$ cat src/rtl/decode_stage.sv
// rtl/decode_stage.sv - RV32I decode/register-read stage with writeback bypass and pending-write interlock
module decode_stage #(
    parameter int          XLEN     = 32,
    parameter logic [31:0] RESET_PC = 32'h0000_0000
) (
    input  logic            clk,
    input  logic            rst_n,
    input  logic            instr_valid,
    output logic            instr_ready,
    input  logic [31:0]     instr,
    input  logic [XLEN-1:0] pc,
    output logic [4:0]      readPort1SEL,
    output logic [4:0]      readPort2SEL,
    input  logic [XLEN-1:0] readPort1,
    input  logic [XLEN-1:0] readPort2,
    input  logic            wb_we,
    input  logic [4:0]      wb_rd,
    input  logic [XLEN-1:0] wb_data,
    input  logic            flush,
    output logic            ex_valid,
    input  logic            ex_ready,
    output logic [XLEN-1:0] ex_pc,
    output logic [XLEN-1:0] ex_rs1_val,
    output logic [XLEN-1:0] ex_rs2_val,
    output logic [XLEN-1:0] ex_imm,
    output logic [4:0]      ex_rd,
    output logic [6:0]      ex_opcode,
    output logic [2:0]      ex_funct3,
    output logic            ex_funct7b5,
    output logic            ex_writes_rd,
    output logic            ex_illegal
);

    localparam logic [6:0] OP_LUI    = 7'b0110111;
    localparam logic [6:0] OP_AUIPC  = 7'b0010111;
    localparam logic [6:0] OP_JAL    = 7'b1101111;
    localparam logic [6:0] OP_JALR   = 7'b1100111;
    localparam logic [6:0] OP_BRANCH = 7'b1100011;
    localparam logic [6:0] OP_LOAD   = 7'b0000011;
    localparam logic [6:0] OP_STORE  = 7'b0100011;
    localparam logic [6:0] OP_IMM    = 7'b0010011;
    localparam logic [6:0] OP_OP     = 7'b0110011;
    localparam logic [6:0] OP_MISC   = 7'b0001111;
    localparam logic [6:0] OP_SYSTEM = 7'b1110011;

    logic [4:0]      rs1, rs2, rd;
    logic            usesRs1, usesRs2, writesKind, legal, writesRd;
    logic [31:0]     imm;
    logic [XLEN-1:0] rs1Val, rs2Val;
    logic            hazard1, hazard2, fire;
    logic [31:0]     scoreboard, scoreboardNext;

    assign rs1          = instr[19:15];
    assign rs2          = instr[24:20];
    assign rd           = instr[11:7];
    assign readPort1SEL = rs1;
    assign readPort2SEL = rs2;

    // Every legal opcode has instr[1:0]==2'b11, so compressed encodings land in default.
    always_comb begin
        usesRs1    = 1'b0;
        usesRs2    = 1'b0;
        writesKind = 1'b0;
        legal      = 1'b1;
        imm        = 32'h0;
        case (instr[6:0])
            OP_LUI, OP_AUIPC: begin
                writesKind = 1'b1;
                imm        = {instr[31:12], 12'b0};
            end
            OP_JAL: begin
                writesKind = 1'b1;
                imm        = {{12{instr[31]}}, instr[19:12], instr[20], instr[30:21], 1'b0};
            end
            OP_JALR, OP_LOAD, OP_IMM: begin
                writesKind = 1'b1;
                usesRs1    = 1'b1;
                imm        = {{20{instr[31]}}, instr[31:20]};
            end
            OP_BRANCH: begin
                usesRs1 = 1'b1;
                usesRs2 = 1'b1;
                imm     = {{20{instr[31]}}, instr[7], instr[30:25], instr[11:8], 1'b0};
            end
            OP_STORE: begin
                usesRs1 = 1'b1;
                usesRs2 = 1'b1;
                imm     = {{20{instr[31]}}, instr[31:25], instr[11:7]};
            end
            OP_OP: begin
                writesKind = 1'b1;
                usesRs1    = 1'b1;
                usesRs2    = 1'b1;
            end
            OP_MISC, OP_SYSTEM: imm = {{20{instr[31]}}, instr[31:20]};
            default: legal = 1'b0;
        endcase
    end

    assign writesRd = writesKind && (rd != 5'd0);

    assign rs1Val = (rs1 == 5'd0) ? '0 : (wb_we && wb_rd == rs1) ? wb_data : readPort1;
    assign rs2Val = (rs2 == 5'd0) ? '0 : (wb_we && wb_rd == rs2) ? wb_data : readPort2;

    // A writeback landing this cycle releases the scoreboard bit early; the bypass covers the data.
    assign hazard1 = usesRs1 && (rs1 != 5'd0) &&
                     ((scoreboard[rs1] && !(wb_we && wb_rd == rs1)) ||
                      (ex_valid && ex_writes_rd && ex_rd == rs1));
    assign hazard2 = usesRs2 && (rs2 != 5'd0) &&
                     ((scoreboard[rs2] && !(wb_we && wb_rd == rs2)) ||
                      (ex_valid && ex_writes_rd && ex_rd == rs2));

    assign instr_ready = rst_n && !flush && !hazard1 && !hazard2 && (!ex_valid || ex_ready);
    assign fire        = instr_valid && instr_ready;

    always_comb begin
        scoreboardNext = scoreboard;
        if (wb_we)
            scoreboardNext[wb_rd] = 1'b0;
        if (ex_valid && ex_ready && ex_writes_rd && !flush)
            scoreboardNext[ex_rd] = 1'b1;
        scoreboardNext[0] = 1'b0;
    end

    always_ff @(posedge clk or negedge rst_n) begin
        if (!rst_n) begin
            scoreboard   <= '0;
            ex_valid     <= 1'b0;
            ex_pc        <= RESET_PC;
            ex_rs1_val   <= '0;
            ex_rs2_val   <= '0;
            ex_imm       <= '0;
            ex_rd        <= '0;
            ex_opcode    <= '0;
            ex_funct3    <= '0;
            ex_funct7b5  <= 1'b0;
            ex_writes_rd <= 1'b0;
            ex_illegal   <= 1'b0;
        end else begin
            scoreboard <= scoreboardNext;
            if (flush) begin
                ex_valid <= 1'b0;
            end else if (fire) begin
                ex_valid     <= 1'b1;
                ex_pc        <= pc;
                ex_rs1_val   <= rs1Val;
                ex_rs2_val   <= rs2Val;
                ex_imm       <= imm;
                ex_rd        <= writesRd ? rd : 5'd0;
                ex_opcode    <= instr[6:0];
                ex_funct3    <= instr[14:12];
                ex_funct7b5  <= instr[30];
                ex_writes_rd <= writesRd;
                ex_illegal   <= !legal;
            end else if (ex_ready) begin
                ex_valid <= 1'b0;
            end
        end
    end

endmodule

$ cat config.mk
export PLATFORM = sky130hd
export DESIGN_NAME = decode_stage
export DESIGN_NICKNAME = d
export VERILOG_FILES = /design/src/rtl/decode_stage.sv
export SDC_FILE = /design/constraint.sdc
export NUM_CORES = 1
export LEC_CHECK = 0
export ABC_CLOCK_PERIOD_IN_PS = 6200
export BUFFER_PORTS_ARGS = -buffer_cell sky130_fd_sc_hd__buf_2
export CAP_MARGIN = 20
export CORE_ASPECT_RATIO = 2
export CORE_MARGIN = 8
export CORE_UTILIZATION = 30
export DETAILED_ROUTE_END_ITERATION = 8
export GPL_TIMING_DRIVEN = 0
export HOLD_SLACK_MARGIN = 0.02
export PLACE_DENSITY = 0.49
export REMOVE_ABC_BUFFERS = 1
export SYNTH_ARGS = -nofsm -noshare
export SYNTH_HDL_FRONTEND = slang
export SYNTH_SLANG_ARGS = --single-unit
$ cat constraint.sdc
create_clock -name clk -period 6.2 [get_ports clk]
set_input_delay 0.31 -clock clk [delete_from_list [all_inputs] [get_ports clk]]
set_output_delay 0.31 -clock clk [all_outputs]
set_load 0.05 [all_outputs]
==> results of run 1 <==
-- kinds of logic (layout without fill, tap and decap cells) --
kind of cell	Yosys count	in the layout
DFF	178	178
buffers and inverters	100	414
and+or+nand+nor	170	170
muxes	232	232
AOI/OAI and AO/OA	118	118
adders and majority gates	1	1
xor gates and xnor gates	21	21
-- worst paths after layout --
check / from / end / slack (ns) / cells past startpoint
worst max-delay path: rst_n / ex_rs2_val[22] / 2.40 / 12
worst min-delay path: pc[26] / ex_pc[26] / 0.09 / 2
worst max register to register: scoreboard[15] / ex_rs2_val[22] / 2.75 / 10
worst min register to register: ex_funct7b5 / ex_funct7b5 / 0.50 / 1
max in group asynchronous: rst_n / ex_rs2_val[21] / 4.81 / 3
min in group asynchronous: rst_n / ex_pc[26] / 0.51 / 2
-- synthesized netlist by cell type, types with 11 or more instances --
library cell	n	area (µm²)
sky130_fd_sc_hd__dfrtp_1	178	4450
sky130_fd_sc_hd__a21oi_1	26	130
sky130_fd_sc_hd__nor2_1	79	297
sky130_fd_sc_hd__mux2_4	97	1460
sky130_fd_sc_hd__mux4_2	12	270
sky130_fd_sc_hd__mux2_2	22	248
sky130_fd_sc_hd__buf_4	15	113
sky130_fd_sc_hd__inv_1	34	128
sky130_fd_sc_hd__nand3_1	15	75.1
sky130_fd_sc_hd__nand2_1	29	109
sky130_fd_sc_hd__clkbuf_1	24	90.1
sky130_fd_sc_hd__buf_2	11	55.1
sky130_fd_sc_hd__o21ai_0	73	365
sky130_fd_sc_hd__xnor2_1	12	105
sky130_fd_sc_hd__mux2i_1	101	1010
-- state kept, by name, summed over array words and instances (netlist names) --
name	flops
ex_funct3	3
ex_funct7b5	1
ex_illegal	1
ex_imm	32
ex_opcode	7
ex_pc	32
ex_rd	5
ex_rs1_val	32
ex_rs2_val	32
ex_valid	1
ex_writes_rd	1
scoreboard	31
-- stage by stage --
stage	total power (µW)	setup slack (ns)	util
detailed placement	2940	2.27	0.369
global route	4180	2.08	0.387
floorplan	2520	-4.41	-
global placement	2950	-9.25	0.357
CTS	4050	2.36	0.387
finish	3990	2.40	0.387
-- cells in the final DEF, fill, tap and decap left out, types with 3 or more instances in the layout --
| master | instances |
|---|---|
| sky130_fd_sc_hd__a21oi_1 | 26 |
| sky130_fd_sc_hd__a22o_1 | 5 |
| sky130_fd_sc_hd__buf_16 | 4 |
| sky130_fd_sc_hd__buf_2 | 328 |
| sky130_fd_sc_hd__buf_8 | 12 |
| sky130_fd_sc_hd__clkbuf_16 | 17 |
| sky130_fd_sc_hd__clkinv_4 | 4 |
| sky130_fd_sc_hd__dfrtp_1 | 178 |
| sky130_fd_sc_hd__inv_1 | 34 |
| sky130_fd_sc_hd__inv_6 | 3 |
| sky130_fd_sc_hd__mux2_2 | 22 |
| sky130_fd_sc_hd__mux2_4 | 97 |
| sky130_fd_sc_hd__mux2i_1 | 101 |
| sky130_fd_sc_hd__mux4_2 | 12 |
| sky130_fd_sc_hd__nand2_1 | 29 |
| sky130_fd_sc_hd__nand3_1 | 15 |
| sky130_fd_sc_hd__nand3b_1 | 6 |
| sky130_fd_sc_hd__nand4_1 | 3 |
| sky130_fd_sc_hd__nor2_1 | 79 |
| sky130_fd_sc_hd__nor2b_1 | 5 |
| sky130_fd_sc_hd__nor3_1 | 4 |
| sky130_fd_sc_hd__o21ai_0 | 73 |
| sky130_fd_sc_hd__or3b_2 | 4 |
| sky130_fd_sc_hd__or4_1 | 5 |
| sky130_fd_sc_hd__xnor2_1 | 12 |
| sky130_fd_sc_hd__xor2_1 | 9 |
-- repair_timing --
action | in CTS | in global routing
endpoints found under the hold margin | 98 | 0
setup buffers | 0 | 0
hold buffers | 1 | 0
-- metal layers --
metal	share of wire	GRT usage
met4	0.010	0.0414
met2	0.45	0.242
met5	0	0
met1	0.45	0.207
met3	0.084	0.0474
-- power by group through the flow --
| stage | sequential, µW | combinational [µW] | clock (µW) |
|---|---|---|---|
| after global routing | 1490 | 1510 | 1180 |
| after global placement | 1480 | 1470 | 0 |
| after floorplan | 2150 | 374 | 0 |
| after detailed placement | 1480 | 1450 | 0 |
| after CTS | 1460 | 1460 | 1130 |
| final | 1460 | 1440 | 1090 |
-- area by class of cell --
cell class / count / area share
clock buffers: 18 / 0.0347
repair buffers: 349 / 0.162
well taps: 427 / 0.0432
flip-flops and latches: 178 / 0.361
inverters: 34 / 0.0103
multi-input cells: 542 / 0.376
clock inverters: 13 / 0.0124
==> results by stage, run 1 <==
STA:
- Setup repair after global routing left no endpoint under its margin.
- Between clock sinks in the finished design, the worst skew comes to 0.0106 ns.
- Static timing analysis puts the maximum clock frequency at 263 MHz.
- On the final layout, the worst hold slack is 0.0913 ns.
- Setup violations remaining at the end of the flow were counted as 0.
- The routed design could run at a clock period as short as 3.80 ns.
- Setup total negative slack on the finished layout was measured at 0 ns.
- At the pin with the least slew margin, the transition time is 0.808 ns.
- The number of hold violations in the final report came to 0.
- Measured against its own limit, the worst slew margin works out to 0.459.
- The final max-slew violation count is 0.
- Dividing the final minimum period by the clock period gives 0.613.

Floorplan:
- Row generation in the floorplan step produced 93 rows.
- The initial utilization of the core area, before any placement, comes to 0.302.
- 329 I/O pins were placed.
- The core region is between 0.03 and 0.04 mm².
- The total die area is between 0.03 and 0.04 mm².
- The die extent in x is between 100 and 150 µm.
- The vertical extent of the die is 269 µm.

Power:
- The switching power summed over all nets is 1600 µW.
- The areal power density over the cells is 323 mW/mm².
- The worst ir drop on vdd is 0.000188 V.
- Of the total power, the clock network draws 0.272.
- The share of total power dissipated in sequential elements is 0.366.
- The internal power of the cells is about 2400 µW.
- The switching power share of the total is 0.400.
- Of the total power, combinational logic draws 0.361.
- The static leakage power is 0.00620 µW.

Detailed routing:
- The post-detailed-route wirelength per cell is 19.4 µm.
- In the routed layout, each cell is associated on average with a via count of 4.84.
- Summed over all layers, the routed wires come to 30200 µm.
- The post-detailed-route DRC marker count is 0.
- The count of vias placed by the detailed router is between 7k and 8k.
- The first-pass detailed-route iteration total is 5.
- The starting DRC count in detailed routing is 339.
- The count of nets left with antenna violations after detail routing is 0.

Setup path:
- Of all nets on the critical path, the largest fanout is 99.
- The stage delay of the slowest cell on the critical path is 0.58 ns.
- The critical path in this run is classified as primary input to flop.
- The nature of the critical path startpoint is a primary input.
- The cell repeated most along the worst path is sky130_fd_sc_hd__buf_8.
- For the worst setup path, the data arrival time is 4.12 ns.
- The worst setup path is captured at a flop.
- The slowest stage cell on the critical path is sky130_fd_sc_hd__dlygate4sd3_1.
- Data on the critical path is required at its endpoint by 6.52 ns.
- Together, buffers and inverters on the worst path number 7.
- The critical path goes through dlygate4sd3_1 > buf_8 > buf_16 > and3b_1 > o211ai_1 > a31oi_1 > nand4b_1 > buf_8 > buf_8 > buf_8 > buf_8 > mux2_4.
- The kind of cell with the highest combined delay along the critical path is buffers and inverters.

GRT:
- The largest net degree at the start of global routing is 100.
- The number of global-route vias before repair was 8117.
- The initial antenna violation count is 0.
- The first-pass GRT wire length is 47000 µm.
- Across every metal layer, demand over resource in global routing totals 0.156.
- The total overflow reported by the global router is 0.

Placement:
- The number of input and output port buffers inserted is 328.
- The number of cells after detailed placement is 1529.
- The last weighted congestion value of the routability-driven placer is about 0.83.
- The area of placed instances is 0.0118 mm².
- After legalization and detailed placement, the total HPWL measured 22800 µm.

Finish:
- The repair_antennas step left the layout with diodes totalling 0.
- For this run, the post-layout net count is 1293.
- From synthesis to final layout, the design area changed by 28.5%.
- After the flow finishes, the layout carries non-filler instances totaling 1561.
- Fill cells in the final layout number between 3k and 4k.
- Once layout is done, the placed cells without fillers occupy 0.0124 mm².
- In the final layout, the multi-input gates occupy 0.00465 mm².
- In the final layout, the share of cells above drive strength 1 is 0.456.
- Registers take 0.00445 mm².

Synth:
- The largest family of logic cells by synthesized area is multiplexers.
- Of the total synthesized cell area, the portion taken by full adders, half adders and majority gates is 0.00104.
- The register bit total from synthesis is 178.
- Measured against the total synthesized area, the mux share comes to 0.311.
- The synthesized netlist contains 49 unique library cells.
- The average size of a mapped cell is 11.7 µm².
- The share of synthesized cell area in and, or, nand and nor gates is 0.0837.
- In the synthesized netlist the dominant register cell turns out to be sky130_fd_sc_hd__dfrtp_1.
- Of the total synthesized cell area, the portion taken by XOR and XNOR cells is 0.0191.
- The async set-or-reset flop fraction in the synthesized netlist is 1.00.
- The Yosys step of the flow raised 0 warnings.
- The number of standard cells after synthesis is 820.
- The sequential cell area fraction in the yosys report is 0.463.
- The fraction of the mapped netlist area in compound gates is 0.0681.
- The number of enable-type register cells in the synthesized netlist is 0.
- The synthesized netlist occupies a cell area of slightly below 0.01 mm².

Status:
- The run finished with clean final reports.

Run:
- The number of max-capacitance violations reported is 0.

Clock tree:
- TritonCTS built the clock tree.
- CTS placed an instance of sky130_fd_sc_hd__clkbuf_16 at the clock tree root.
- The maximum clock path buffer count is 2.
- The clock drives 178 sinks.
- Clock-pin slew was measured on the worst setup and hold paths at around 0.070 ns.
- The maximum level of the CTS H-tree is 4.
- Clock tree synthesis inserted a total of 17 buffers.
- The clock reaches the later pin of the worst-skew pair after between 0.4 and 0.5 ns.
- The total of cells resized after clock tree synthesis is 0.

Hold path:
- The worst hold path belongs to the class primary input to flop.
(Power assumes the default switching activity.)
==> run 2: changes to the inputs <==
--- a/config.mk
+++ b/config.mk
@@ -5,7 +5,7 @@
 export SDC_FILE = /design/constraint.sdc
 export NUM_CORES = 1
 export LEC_CHECK = 0
-export ABC_CLOCK_PERIOD_IN_PS = 6200
+export ABC_CLOCK_PERIOD_IN_PS = 3600
 export BUFFER_PORTS_ARGS = -buffer_cell sky130_fd_sc_hd__buf_2
 export CAP_MARGIN = 20
 export CORE_ASPECT_RATIO = 2
==> constraint.sdc (replaced) <==
create_clock -name clk -period 3.6 [get_ports clk]
set_input_delay 0.18 -clock clk [delete_from_list [all_inputs] [get_ports clk]]
set_output_delay 0.18 -clock clk [all_outputs]
set_load 0.05 [all_outputs]
==> results by stage, run 2 (synthesis results as in run 1) <==
Hold path:
- The cell depth of the worst min-delay path is 3 (was 2).
- The startpoint of the worst hold path is ex_ready (was pc[26]).
- The type of the most critical hold path is primary input to flop (unchanged).
- The end point of the most critical hold path is ex_valid (was ex_pc[26]).

Placement:
- The area of placed instances was 0.0118 mm² (unchanged).
- The worst setup slack before clock tree synthesis is -0.201 ns (was 2.27 ns).
- The last weighted congestion value of the routability-driven placer is 0.833 (unchanged).
- The HPWL after detailed placement is 22800 µm (unchanged).
- The number of input and output port buffers inserted is 328 (unchanged).

Clock tree:
- The number of clock buffers inserted by TritonCTS is 17 (unchanged).
- The library cell used as clock root buffer is sky130_fd_sc_hd__clkbuf_16 (unchanged).
- The total of cells resized after clock tree synthesis is 0 (unchanged).
- The number of setup buffers added after CTS came to 0 (unchanged).
- The source-to-sink clock delay at the later pin of the worst-skew pair is 0.44 ns (about the same).
- The CTS tree is yes (unchanged).
- The number of sinks handled by clock tree synthesis is 178 (unchanged).
- The maximum level of the CTS H-tree came to 4 (unchanged).
- The maximum clock path buffer count is 2 (unchanged).
- The clock edge transition at the registers on the reported setup and hold paths is 0.07 ns (about the same).

Setup path:
- The arrival time of data at the critical path endpoint is 3.76 ns (was 4.12 ns).
- Ordered list of cells on the worst path: mux4_2 > mux2_2 > a211o_1 > a31oi_1 > nand4b_1 > buf_8 > buf_8 > buf_8 > buf_8 > mux2_4 (was dlygate4sd3_1 > buf_8 > buf_16 > and3b_1 > o211ai_1 > a31oi_1 > nand4b_1 > buf_8 > buf_8 > buf_8 > buf_8 > mux2_4).
- The launch point of the critical path is scoreboard[15] (was rst_n).
- The category of cells accounting for the largest share of critical-path delay is multiplexers (was buffers and inverters).
- The number of gates on the worst path with buffers counted is 10 (was 12).
- The cell repeated most along the worst path is sky130_fd_sc_hd__buf_8 (unchanged).
- The setup slack of the worst register-to-register path came to 0.16 ns (was 2.75 ns).
- The stage delay of the slowest cell on the critical path came to 0.49 ns (was 0.58 ns).
- The reg-to-reg endpoint is ex_rs2_val[22] (unchanged).
- The reg-to-reg critical path startpoint is scoreboard[15] (unchanged).
- The slowest stage cell on the critical path was sky130_fd_sc_hd__nand4b_1 (was sky130_fd_sc_hd__dlygate4sd3_1).
- The kind of end point of the critical path is a flop (unchanged).
- The buffer and inverter count on the worst path was 4 (was 7).
- The required time reported for the critical path endpoint is 3.92 ns (was 6.52 ns).
- The worst reg-to-reg path cell count is 10 (unchanged).
- The nature of the critical path startpoint is a flop (was primary input).
- The worst setup path category is flop to flop (was primary input to flop).
- The highest net fanout along the worst path came to 13 (was 99).

Detailed routing:
- The post-detailed-route DRC marker count came to 0 (unchanged).
- The starting DRC count in detailed routing is 335 (was 339).
- The total length of routed wires came to 30800 µm (was 30200 µm).
- The count of vias placed by the detailed router was 7691 (was 7548).
- The count of nets left with antenna violations after detail routing was 0 (unchanged).
- The first-pass detailed-route iteration total is 5 (unchanged).
- The ratio of routed vias to standard cells is 4.77 (was 4.84).
- The post-detailed-route wirelength per cell was 19.1 µm (was 19.4 µm).

Finish:
- The cell area after layout came to 0.0129 mm² (was 0.0124 mm²).
- The fraction of layout cells with a size suffix above 1 is 0.437 (was 0.456).
- The signed area change from the synthesized netlist to the final layout is 34.0% (was 28.5%).
- The antenna diode count is 0 (unchanged).
- The net count reported at finish is 1344 (was 1293).
- The most common library cell in the layout ignoring fill and taps is sky130_fd_sc_hd__buf_2 (unchanged).
- The fill cell instance count of the final layout is 3150 (was 3206).
- Leading cell types in the layout, fill and taps excluded: sky130_fd_sc_hd__buf_2 (328), sky130_fd_sc_hd__dfrtp_1 (178), sky130_fd_sc_hd__mux2i_1 (101) (unchanged).

GRT:
- The first-pass GRT wire length is 48200 µm (was 47000 µm).
- The number of global-route vias before repair came to 8361 (was 8117).
- The largest net degree at the start of global routing is 99 (was 100).
- The total overflow reported by the global router is 0 (unchanged).
- The initial antenna violation count is 0 (unchanged).
- The global-route usage over all layers is 0.160 (was 0.156).

STA:
- The final max-slew violation count is 0 (unchanged).
- The number of hold violations in the final report was 0 (unchanged).
- Of the available clock period, the critical path in the final layout requires 0.956.
- Timing would allow up to slightly below 300 MHz.
- The slack of the critical path is 0.159 ns (was 2.40 ns).
- The number of failing setup endpoints in the final timing report is 0 (unchanged).
- The relative slew slack is 0.459 (about the same).
- The pin slew with the least headroom to its limit is 0.808 ns (about the same).
- The worst clock skew on the final layout is 0.0112 ns (was 0.0106 ns).
- The minimum clock period after layout is 3.44 ns.
- Unrepaired setup endpoints after global routing: false (unchanged).

Floorplan:
- The top-level I/O count is 329 (unchanged).
- The placeable core region is 0.0319 mm² (unchanged).
- The total die area was 0.0384 mm² (unchanged).
- The starting density of the core is 0.302 (unchanged).
- The vertical extent of the die is 269 µm (unchanged).
- The placement row count is 93 (unchanged).
- The die extent in x is 143 µm (unchanged).

Power:
- The areal power density over the cells is 538 mW/mm² (was 323 mW/mm²).
- The static leakage power was 0.00642 µW (was 0.00620 µW).
- The worst ir drop on vdd was 0.000323 V (was 0.000188 V).

Run:
- The number of max-capacitance violations reported is 0 (unchanged).

Status:
- Status: completed (unchanged).
[run 2: layout make-up]
class	instances	area [µm²]	area share
sequential	178	4450	0.346
tap	427	534	0.0415
clock inverter	13	153	0.0119
timing repair buffer	400	2530	0.197
multi-input combinational	542	4650	0.361
inverter	34	128	0.00991
clock buffer	18	429	0.0333
[run 2: worst reg2reg max path, delay by kind of cell (launching register included)]
kind / cells / cell delay, ns
buffers and inverters: 4 / 0.88
DFF: 1 / 0.40
AOI/OAI and AO/OA: 2 / 0.49
muxes: 3 / 1.08
and+or+nand+nor: 1 / 0.49
[run 2: timing repair]
item,CTS,global route
endpoints found under the hold margin,153,0
hold buffers,52,0
setup endpoints to repair,0,0
[run 2: worst max path at each step]
stage                           to  slack, ns
floorplan             ex_funct3[2]      -6.88
CTS                 ex_rs2_val[22]       0.16
finish              ex_rs2_val[22]       0.16
global route         ex_rs2_val[4]       0.02
detailed placement  ex_rs1_val[25]      -0.20
global placement    ex_rs2_val[10]     -11.72
[run 2: report_power, final]
group,internal [µW],switching (µW)
registers,2330,191
logic,801,1730
clock network,1030,843
total,4160,2770
[run 2: through the flow]
step | setup TNS [ns] | power (µW) | hold slack, ns | utilization | cells
6_report | 0 | 6930 | 0.0848 | 0.404 | 1612
4_1_cts | 0 | 7030 | 0.0485 | 0.404 | 1612
3_5_place_dp | -7.53 | 5060 | 0.272 | 0.369 | 1529
3_3_place_gp | -1790.58 | 5080 | 0.413 | 0.357 | 1509
2_1_floorplan | -974.64 | 4340 | -0.116 | - | 754
5_1_grt | 0 | 7260 | 0.0876 | 0.404 | 1612
[run 2: per-layer routing]
metal  GRT usage  wire (µm)  up-vias
li1            -          -     3568
met3      0.0466       2490       17
met2       0.249      14100      333
met1       0.212      13900     3773
met4      0.0399        273        0
met5           0          0        -
